<file path="src/rtl/ip4_axi_slv.sv">
// AXI4 slave bridging bursts onto a single-port req/gnt memory with a write-response FIFO.
// Define IP4_AXI_SLV_WRAP_EN to support WRAP bursts; otherwise WRAP returns SLVERR.
module ip4_axi_slv #(
  parameter int unsigned ID_W   = 4,
  parameter int unsigned DATA_W = 64,
  parameter int unsigned ADDR_W = 32,
  parameter int unsigned OUTST  = 4
) (
  input  logic                aclk,
  input  logic                rst,
  input  logic [ID_W-1:0]     awid,
  input  logic [ADDR_W-1:0]   awaddr,
  input  logic [3:0]          awlen,
  input  logic [2:0]          awsize,
  input  logic [1:0]          awburst,
  input  logic                awvalid,
  output logic                awready,
  input  logic [DATA_W-1:0]   wdata,
  input  logic [DATA_W/8-1:0] wstrb,
  input  logic                wlast,
  input  logic                wvalid,
  output logic                wready,
  output logic [ID_W-1:0]     bid,
  output logic [1:0]          bresp,
  output logic                bvalid,
  input  logic                bready,
  input  logic [ID_W-1:0]     arid,
  input  logic [ADDR_W-1:0]   araddr,
  input  logic [3:0]          arlen,
  input  logic [2:0]          arsize,
  input  logic [1:0]          arburst,
  input  logic                arvalid,
  output logic                arready,
  output logic [ID_W-1:0]     rid,
  output logic [DATA_W-1:0]   rdata,
  output logic [1:0]          rresp,
  output logic                rlast,
  output logic                rvalid,
  input  logic                rready,
  output logic                mem_req,
  output logic                mem_we,
  output logic [ADDR_W-1:0]   mem_addr,
  output logic [DATA_W-1:0]   mem_wdata,
  output logic [DATA_W/8-1:0] mem_wstrb,
  input  logic                mem_gnt,
  input  logic [DATA_W-1:0]   mem_rdata
);

  localparam int unsigned STRB_W = DATA_W / 8;
  localparam int unsigned PTR_W  = $clog2(OUTST);
  localparam int unsigned CNT_W  = PTR_W + 1;
  localparam logic [2:0]  SIZE_MAX = 3'($clog2(STRB_W));

  localparam logic [1:0] RESP_OKAY   = 2'b00;
  localparam logic [1:0] RESP_SLVERR = 2'b10;

  localparam logic [1:0] W_IDLE = 2'd0;
  localparam logic [1:0] W_DATA = 2'd1;
  localparam logic [1:0] W_RESP = 2'd2;

  localparam logic [1:0] R_IDLE = 2'd0;
  localparam logic [1:0] R_REQ  = 2'd1;
  localparam logic [1:0] R_WAIT = 2'd2;
  localparam logic [1:0] R_DATA = 2'd3;

`ifdef IP4_AXI_SLV_WRAP_EN
  localparam logic WRAP_EN = 1'b1;
`else
  localparam logic WRAP_EN = 1'b0;
`endif

  function automatic logic burst_bad(input logic [1:0] burst, input logic [3:0] len);
    logic wrap_ok;
    wrap_ok = WRAP_EN && ((len == 4'd1) || (len == 4'd3) || (len == 4'd7) || (len == 4'd15));
    return (burst == 2'b11) || ((burst == 2'b10) && !wrap_ok);
  endfunction

  // WRAP keeps the upper bits of the (len+1)<<size window and wraps the incremented low bits.
  function automatic logic [ADDR_W-1:0] next_addr(input logic [ADDR_W-1:0] a,
                                                  input logic [1:0] burst,
                                                  input logic [3:0] len,
                                                  input logic [2:0] size);
    logic [ADDR_W-1:0] step;
    logic [ADDR_W-1:0] mask;
    logic [ADDR_W-1:0] inc;
    step = ADDR_W'(1) << size;
    mask = ((ADDR_W'(len) + ADDR_W'(1)) << size) - ADDR_W'(1);
    inc  = a + step;
    case (burst)
      2'b00:   return a;
      2'b10:   return (a & ~mask) | (inc & mask);
      default: return inc;
    endcase
  endfunction

  logic [1:0]        w_state_q, w_state_d;
  logic [ID_W-1:0]   w_id_q, w_id_d;
  logic [ADDR_W-1:0] w_addr_q, w_addr_d;
  logic [3:0]        w_len_q, w_len_d;
  logic [2:0]        w_size_q, w_size_d;
  logic [1:0]        w_burst_q, w_burst_d;
  logic [3:0]        w_beat_q, w_beat_d;
  logic              w_err_q, w_err_d;
  logic              w_bad_burst_q, w_bad_burst_d;
  logic              w_bad_size_q, w_bad_size_d;

  logic [1:0]        r_state_q, r_state_d;
  logic [ID_W-1:0]   r_id_q, r_id_d;
  logic [ADDR_W-1:0] r_addr_q, r_addr_d;
  logic [3:0]        r_len_q, r_len_d;
  logic [2:0]        r_size_q, r_size_d;
  logic [1:0]        r_burst_q, r_burst_d;
  logic [3:0]        r_beat_q, r_beat_d;
  logic              r_bad_q, r_bad_d;
  logic [DATA_W-1:0] rdata_q, rdata_d;

  logic              rr_q, rr_d;
  logic [ID_W+1:0]   fifo_q [OUTST];
  logic [ID_W+1:0]   fifo_d [OUTST];
  logic [PTR_W-1:0]  wr_ptr_q, wr_ptr_d;
  logic [PTR_W-1:0]  rd_ptr_q, rd_ptr_d;
  logic [CNT_W-1:0]  cnt_q, cnt_d;

  logic w_want, r_want, w_sel, r_sel;
  logic wready_c, rvalid_c;
  logic fifo_full, fifo_push, fifo_pop;

  // rr_q set means the read side wins the next contended cycle.
  always_comb begin
    w_want = (w_state_q == W_DATA) && wvalid && !w_bad_burst_q;
    r_want = (r_state_q == R_REQ) && !r_bad_q;
    w_sel  = w_want && (!r_want || !rr_q);
    r_sel  = r_want && !w_sel;
    rr_d   = rr_q;
    if (mem_gnt && w_sel) rr_d = 1'b1;
    if (mem_gnt && r_sel) rr_d = 1'b0;
  end

  always_comb begin
    w_state_d     = w_state_q;
    w_id_d        = w_id_q;
    w_addr_d      = w_addr_q;
    w_len_d       = w_len_q;
    w_size_d      = w_size_q;
    w_burst_d     = w_burst_q;
    w_beat_d      = w_beat_q;
    w_err_d       = w_err_q;
    w_bad_burst_d = w_bad_burst_q;
    w_bad_size_d  = w_bad_size_q;
    wready_c      = 1'b0;
    case (w_state_q)
      W_IDLE: begin
        if (awvalid && !fifo_full) begin
          w_id_d        = awid;
          w_addr_d      = awaddr;
          w_len_d       = awlen;
          w_size_d      = awsize;
          w_burst_d     = awburst;
          w_beat_d      = '0;
          w_bad_burst_d = burst_bad(awburst, awlen);
          w_bad_size_d  = awsize > SIZE_MAX;
          w_err_d       = burst_bad(awburst, awlen) || (awsize > SIZE_MAX);
          w_state_d     = W_DATA;
        end
      end
      W_DATA: begin
        // Unsupported burst types drain beats without touching memory.
        wready_c = w_bad_burst_q ? 1'b1 : (w_sel && mem_gnt);
        if (wvalid && wready_c) begin
          if (wlast != (w_beat_q == w_len_q)) w_err_d = 1'b1;
          if (w_beat_q == w_len_q) begin
            w_state_d = W_RESP;
          end else begin
            w_beat_d = w_beat_q + 4'd1;
            w_addr_d = next_addr(w_addr_q, w_burst_q, w_len_q, w_size_q);
          end
        end
      end
      W_RESP:  w_state_d = W_IDLE;
      default: w_state_d = W_IDLE;
    endcase
  end

  always_comb begin
    r_state_d = r_state_q;
    r_id_d    = r_id_q;
    r_addr_d  = r_addr_q;
    r_len_d   = r_len_q;
    r_size_d  = r_size_q;
    r_burst_d = r_burst_q;
    r_beat_d  = r_beat_q;
    r_bad_d   = r_bad_q;
    rdata_d   = rdata_q;
    rvalid_c  = 1'b0;
    case (r_state_q)
      R_IDLE: begin
        if (arvalid) begin
          r_id_d    = arid;
          r_addr_d  = araddr;
          r_len_d   = arlen;
          r_size_d  = arsize;
          r_burst_d = arburst;
          r_beat_d  = '0;
          r_bad_d   = burst_bad(arburst, arlen) || (arsize > SIZE_MAX);
          r_state_d = R_REQ;
        end
      end
      R_REQ: begin
        if (r_bad_q) begin
          rdata_d   = '0;
          r_state_d = R_DATA;
        end else if (r_sel && mem_gnt) begin
          r_state_d = R_WAIT;
        end
      end
      R_WAIT, R_DATA: begin
        // R_WAIT presents mem_rdata directly; it is only registered if the beat stalls.
        rvalid_c = 1'b1;
        if (r_state_q == R_WAIT) rdata_d = mem_rdata;
        if (rready) begin
          if (r_beat_q == r_len_q) begin
            r_state_d = R_IDLE;
          end else begin
            r_beat_d  = r_beat_q + 4'd1;
            r_addr_d  = next_addr(r_addr_q, r_burst_q, r_len_q, r_size_q);
            r_state_d = R_REQ;
          end
        end else begin
          r_state_d = R_DATA;
        end
      end
      default: r_state_d = R_IDLE;
    endcase
  end

  always_comb begin
    fifo_full = cnt_q == CNT_W'(OUTST);
    fifo_push = w_state_q == W_RESP;
    fifo_pop  = (cnt_q != '0) && bready;
    fifo_d    = fifo_q;
    wr_ptr_d  = wr_ptr_q;
    rd_ptr_d  = rd_ptr_q;
    if (fifo_push) begin
      fifo_d[wr_ptr_q] = {w_id_q, (w_err_q ? RESP_SLVERR : RESP_OKAY)};
      wr_ptr_d = wr_ptr_q + PTR_W'(1);
    end
    if (fifo_pop) rd_ptr_d = rd_ptr_q + PTR_W'(1);
    cnt_d = cnt_q + CNT_W'(fifo_push) - CNT_W'(fifo_pop);
  end

  always_ff @(posedge aclk) begin
    if (rst) begin
      w_state_q <= W_IDLE;
      r_state_q <= R_IDLE;
      rr_q      <= 1'b0;
      wr_ptr_q  <= '0;
      rd_ptr_q  <= '0;
      cnt_q     <= '0;
    end else begin
      w_state_q <= w_state_d;
      r_state_q <= r_state_d;
      rr_q      <= rr_d;
      wr_ptr_q  <= wr_ptr_d;
      rd_ptr_q  <= rd_ptr_d;
      cnt_q     <= cnt_d;
    end
    w_id_q        <= w_id_d;
    w_addr_q      <= w_addr_d;
    w_len_q       <= w_len_d;
    w_size_q      <= w_size_d;
    w_burst_q     <= w_burst_d;
    w_beat_q      <= w_beat_d;
    w_err_q       <= w_err_d;
    w_bad_burst_q <= w_bad_burst_d;
    w_bad_size_q  <= w_bad_size_d;
    r_id_q        <= r_id_d;
    r_addr_q      <= r_addr_d;
    r_len_q       <= r_len_d;
    r_size_q      <= r_size_d;
    r_burst_q     <= r_burst_d;
    r_beat_q      <= r_beat_d;
    r_bad_q       <= r_bad_d;
    rdata_q       <= rdata_d;
    fifo_q        <= fifo_d;
  end

  assign awready   = !rst && (w_state_q == W_IDLE) && !fifo_full;
  assign wready    = !rst && wready_c;
  assign bvalid    = !rst && (cnt_q != '0);
  assign bid       = fifo_q[rd_ptr_q][ID_W+1:2];
  assign bresp     = rst ? 2'b00 : fifo_q[rd_ptr_q][1:0];
  assign arready   = !rst && (r_state_q == R_IDLE);
  assign rvalid    = !rst && rvalid_c;
  assign rid       = r_id_q;
  assign rdata     = (r_state_q == R_WAIT) ? mem_rdata : rdata_q;
  assign rresp     = (!rst && rvalid_c && r_bad_q) ? RESP_SLVERR : RESP_OKAY;
  assign rlast     = !rst && rvalid_c && (r_beat_q == r_len_q);
  assign mem_req   = !rst && (w_sel || r_sel);
  assign mem_we    = !rst && w_sel;
  assign mem_addr  = w_sel ? w_addr_q : r_addr_q;
  assign mem_wdata = wdata;
  assign mem_wstrb = (!rst && w_sel && !w_bad_size_q) ? wstrb : '0;

endmodule
</file>
<file path="config.mk">
export PLATFORM = sky130hd
export DESIGN_NAME = ip4_axi_slv
export DESIGN_NICKNAME = d
export VERILOG_FILES = /design/src/rtl/ip4_axi_slv.sv
export SDC_FILE = /design/constraint.sdc
export NUM_CORES = 1
export LEC_CHECK = 0
export CORE_MARGIN = 8
export CORE_UTILIZATION = 35
export DETAILED_ROUTE_END_ITERATION = 7
export GPL_TIMING_DRIVEN = 0
export PLACE_DENSITY = 0.66
export REMOVE_ABC_BUFFERS = 1
export SLEW_MARGIN = 25
export SYNTH_ARGS = -nofsm -noshare
export SYNTH_HDL_FRONTEND = slang
export SYNTH_SLANG_ARGS = --single-unit
</file>
<file path="constraint.sdc">
create_clock -name aclk -period 3.7 [get_ports aclk]
set_input_delay 0.74 -clock aclk [delete_from_list [all_inputs] [get_ports aclk]]
set_output_delay 0.74 -clock aclk [all_outputs]
set_load 0.005 [all_outputs]
</file>
==> metrics.cfg <==
[clock_network]
cts_buffer_depth = 2
cts_tree = built
cts-root-buf = clkbuf_16
postCtsHoldBufs = 0
htreeDepth = 4
cts_buffers = 17
clkTransAtPathRegs_ns = 0.07
clkLatencyLatePin_ns = 0.46
cts.sink_count = 198

[setup_path]
end_kind = primary output
critPathKind = in2out
startpoint_type = input pin
crit_fanout = 21
critPathMaxStageDelay_ns = 0.51
cpMostUsedCell = clkdlybuf4s50_1
cp.arrival_ns = 2.84
cp_slowest_cell = clkdlybuf4s50_1
path_cells = clkdlybuf4s50_1, nand3b_1, a21oi_4, buf_6, buf_16, mux2_2, clkdlybuf4s50_1
required_ns = 2.96

[grt]
grt_pass1_wl_um = 67020
grt_pass1_vias = 10460
grt_overflow = 0
grt_usage_pct = 19.79
antenna_found_initial = 1
grt_max_degree = 77

[synth]
yosysWarnings = 0
synthFlopType = edfxtp_1
synthCells = 1300
synth_edf_count = 186
syn_area_sq_mm = 0.01356
ys_seq_area_share_pct = 42.95
async_reset_ff_share_pct = 0
ys_types = 95
yosysTopAreaCellShare_pct = 41.18
synth.most_common_cell = edfxtp_1
ys_ff_latch = 198
synth.area.top_cells = edfxtp_1, mux2_2, and2_1
syn_avg_cell_area_sq_um = 10.43
yosysTopAreaCell = edfxtp_1
ys_top_cells_by_count = edfxtp_1, nor2_1, mux2_2

[route]
via_per_inst = 5.307
routed_wirelength_um = 46620
drc = 0
firstDrtPassIters = 7
post_drt_wl_per_cell_um = 22.98
vias = 10770
drtAntennaViolNets = 0
drtIter0Drc = 835

[timing]
final-setup-viol-count = 0
timing.fmax_mhz = 279.7
timing.final.crit_share_pct = 96.63
tightest_slew_ns = 1.003
timing_hold_violations_final = 0
rsz0062_at_grt = false
fin_worst_skew_ns = 0.01416
hold_ws_ns = 0.5141
max_slew_margin_pct = 32.97
min_period_ns = 3.575
slew_violations = 0

[layout]
final_core_util_pct = 44.90
syn2layout_area_growth_pct = 27.33
drive_above_1_share_pct = 15.43
fin_nets = 1765

[die]
core_area_sq_mm = 0.03847
die_w_um = 212.9
rows = 72
start_util_pct = 35.26
dieArea_sq_mm = 0.04531
die_h_um = 212.9
io_pins = 423

[run_status]
outcome = completed

[placed_design]
hpwl_um = 35660
place_congestion = 0.8921
port_buffers = 292

[pwr]
vdd_drop_max_mv = 0.3635
powerDensity_mw_per_mm2 = 597.2
p_leak_nw = 6.136

[hold_path]
hold_path.class = reg2reg

[job]
maxCapViolations = 0

[layout by cell type (no fill, tap or decap), types with 18 or more instances in the layout]
cell type,n
and2_1,86
xnor2_1,36
mux2_2,96
nor2_1,123
nor3_1,19
clkdlybuf4s50_1,291
nand2_1,88
ha_1,29
nand2b_1,22
a21oi_1,60
edfxtp_1,186
a211oi_1,24
o31ai_2,18
o21ai_0,23
xor2_1,48
nand3_1,34
inv_1,25
[layer usage]
metal / wire, um / vias up / track usage, %
met3: 5505 / 30 / 8.410
met2: 20150 / 495 / 29.31
li1: - / 5058 / -
met5: 256 / - / 4.222
met4: 445 / 6 / 4.403
met1: 20260 / 5179 / 26.15
[final cells by class]
cell class / count / area, sq um
fillers: 3662 / 21200
multi-input cells: 936 / 6893
flip-flops and latches: 198 / 5833
repair buffers: 318 / 3246
well taps: 518 / 648.1
clock buffers: 21 / 460.4
inverters: 26 / 102.6
clock inverters: 11 / 86.33
diodes: 1 / 2.502
[report_power, final]
part	leakage [nW]	switching (mW)	internal, mW
Combinational	3.97	2.61	2.12
Sequential	1.89	0.541	3.21
Clock	0.275	0.926	0.912
[final timing paths]
kind / from / to / slack [ns] / cells after the start
worst max register to register: r_size_q[2] / register / 0.22 / 10
worst max-delay path: wvalid / mem_addr[18] / 0.12 / 7
worst min register to register: w_id_q[1] / fifo_q[9] / 0.51 / 0
worst min-delay path: w_id_q[1] / fifo_q[9] / 0.51 / 0
[critical path, delay by kind of cell]
kind	cells	cell delay [ns]
and+or+nand+nor	1	0.15
AOI/OAI and AO/OA	1	0.22
muxes	1	0.35
buffers and inverters	4	1.36
[what timing repair did]
action | in CTS | in global routing
gates resized for setup | 7 | 8
gates cloned | 0 | 0
hold endpoints to repair | 0 | 0
setup endpoints to repair | 120 | 49
pin swaps | 1 | 0
setup buffers | 11 | 9
[kinds of logic after synthesis]
group | Yosys count | share of synthesized area [%]
AND/OR/NAND/NOR | 474 | 18.29
AO/OA/AOI/OAI | 232 | 13.57
flip-flops | 198 | 42.95
buffers and inverters | 167 | 6.863
multiplexers | 109 | 9.427
XOR/XNOR | 86 | 5.664
adder cells (fa/ha/maj) | 33 | 3.210
other | 1 | 0.02765
[stage by stage]
stage / setup TNS (ns) / total power, mW / instance area (sq um) / cells / worst slack, ns
floorplan: -593.14 / 6.552 / 12730 / 1160 / -3.610
global placement: -1739.63 / 8.181 / 16310 / 1970 / -8.328
detailed placement: -41.02 / 8.324 / 16490 / 1976 / -0.7060
CTS: 0 / 10.29 / 17160 / 2019 / 0.02141
global route: 0 / 10.95 / 17270 / 2029 / 0.01056
finish: 0 / 10.32 / 17270 / 2029 / 0.1246
Note: power is estimated with default switching activity, not from simulation.
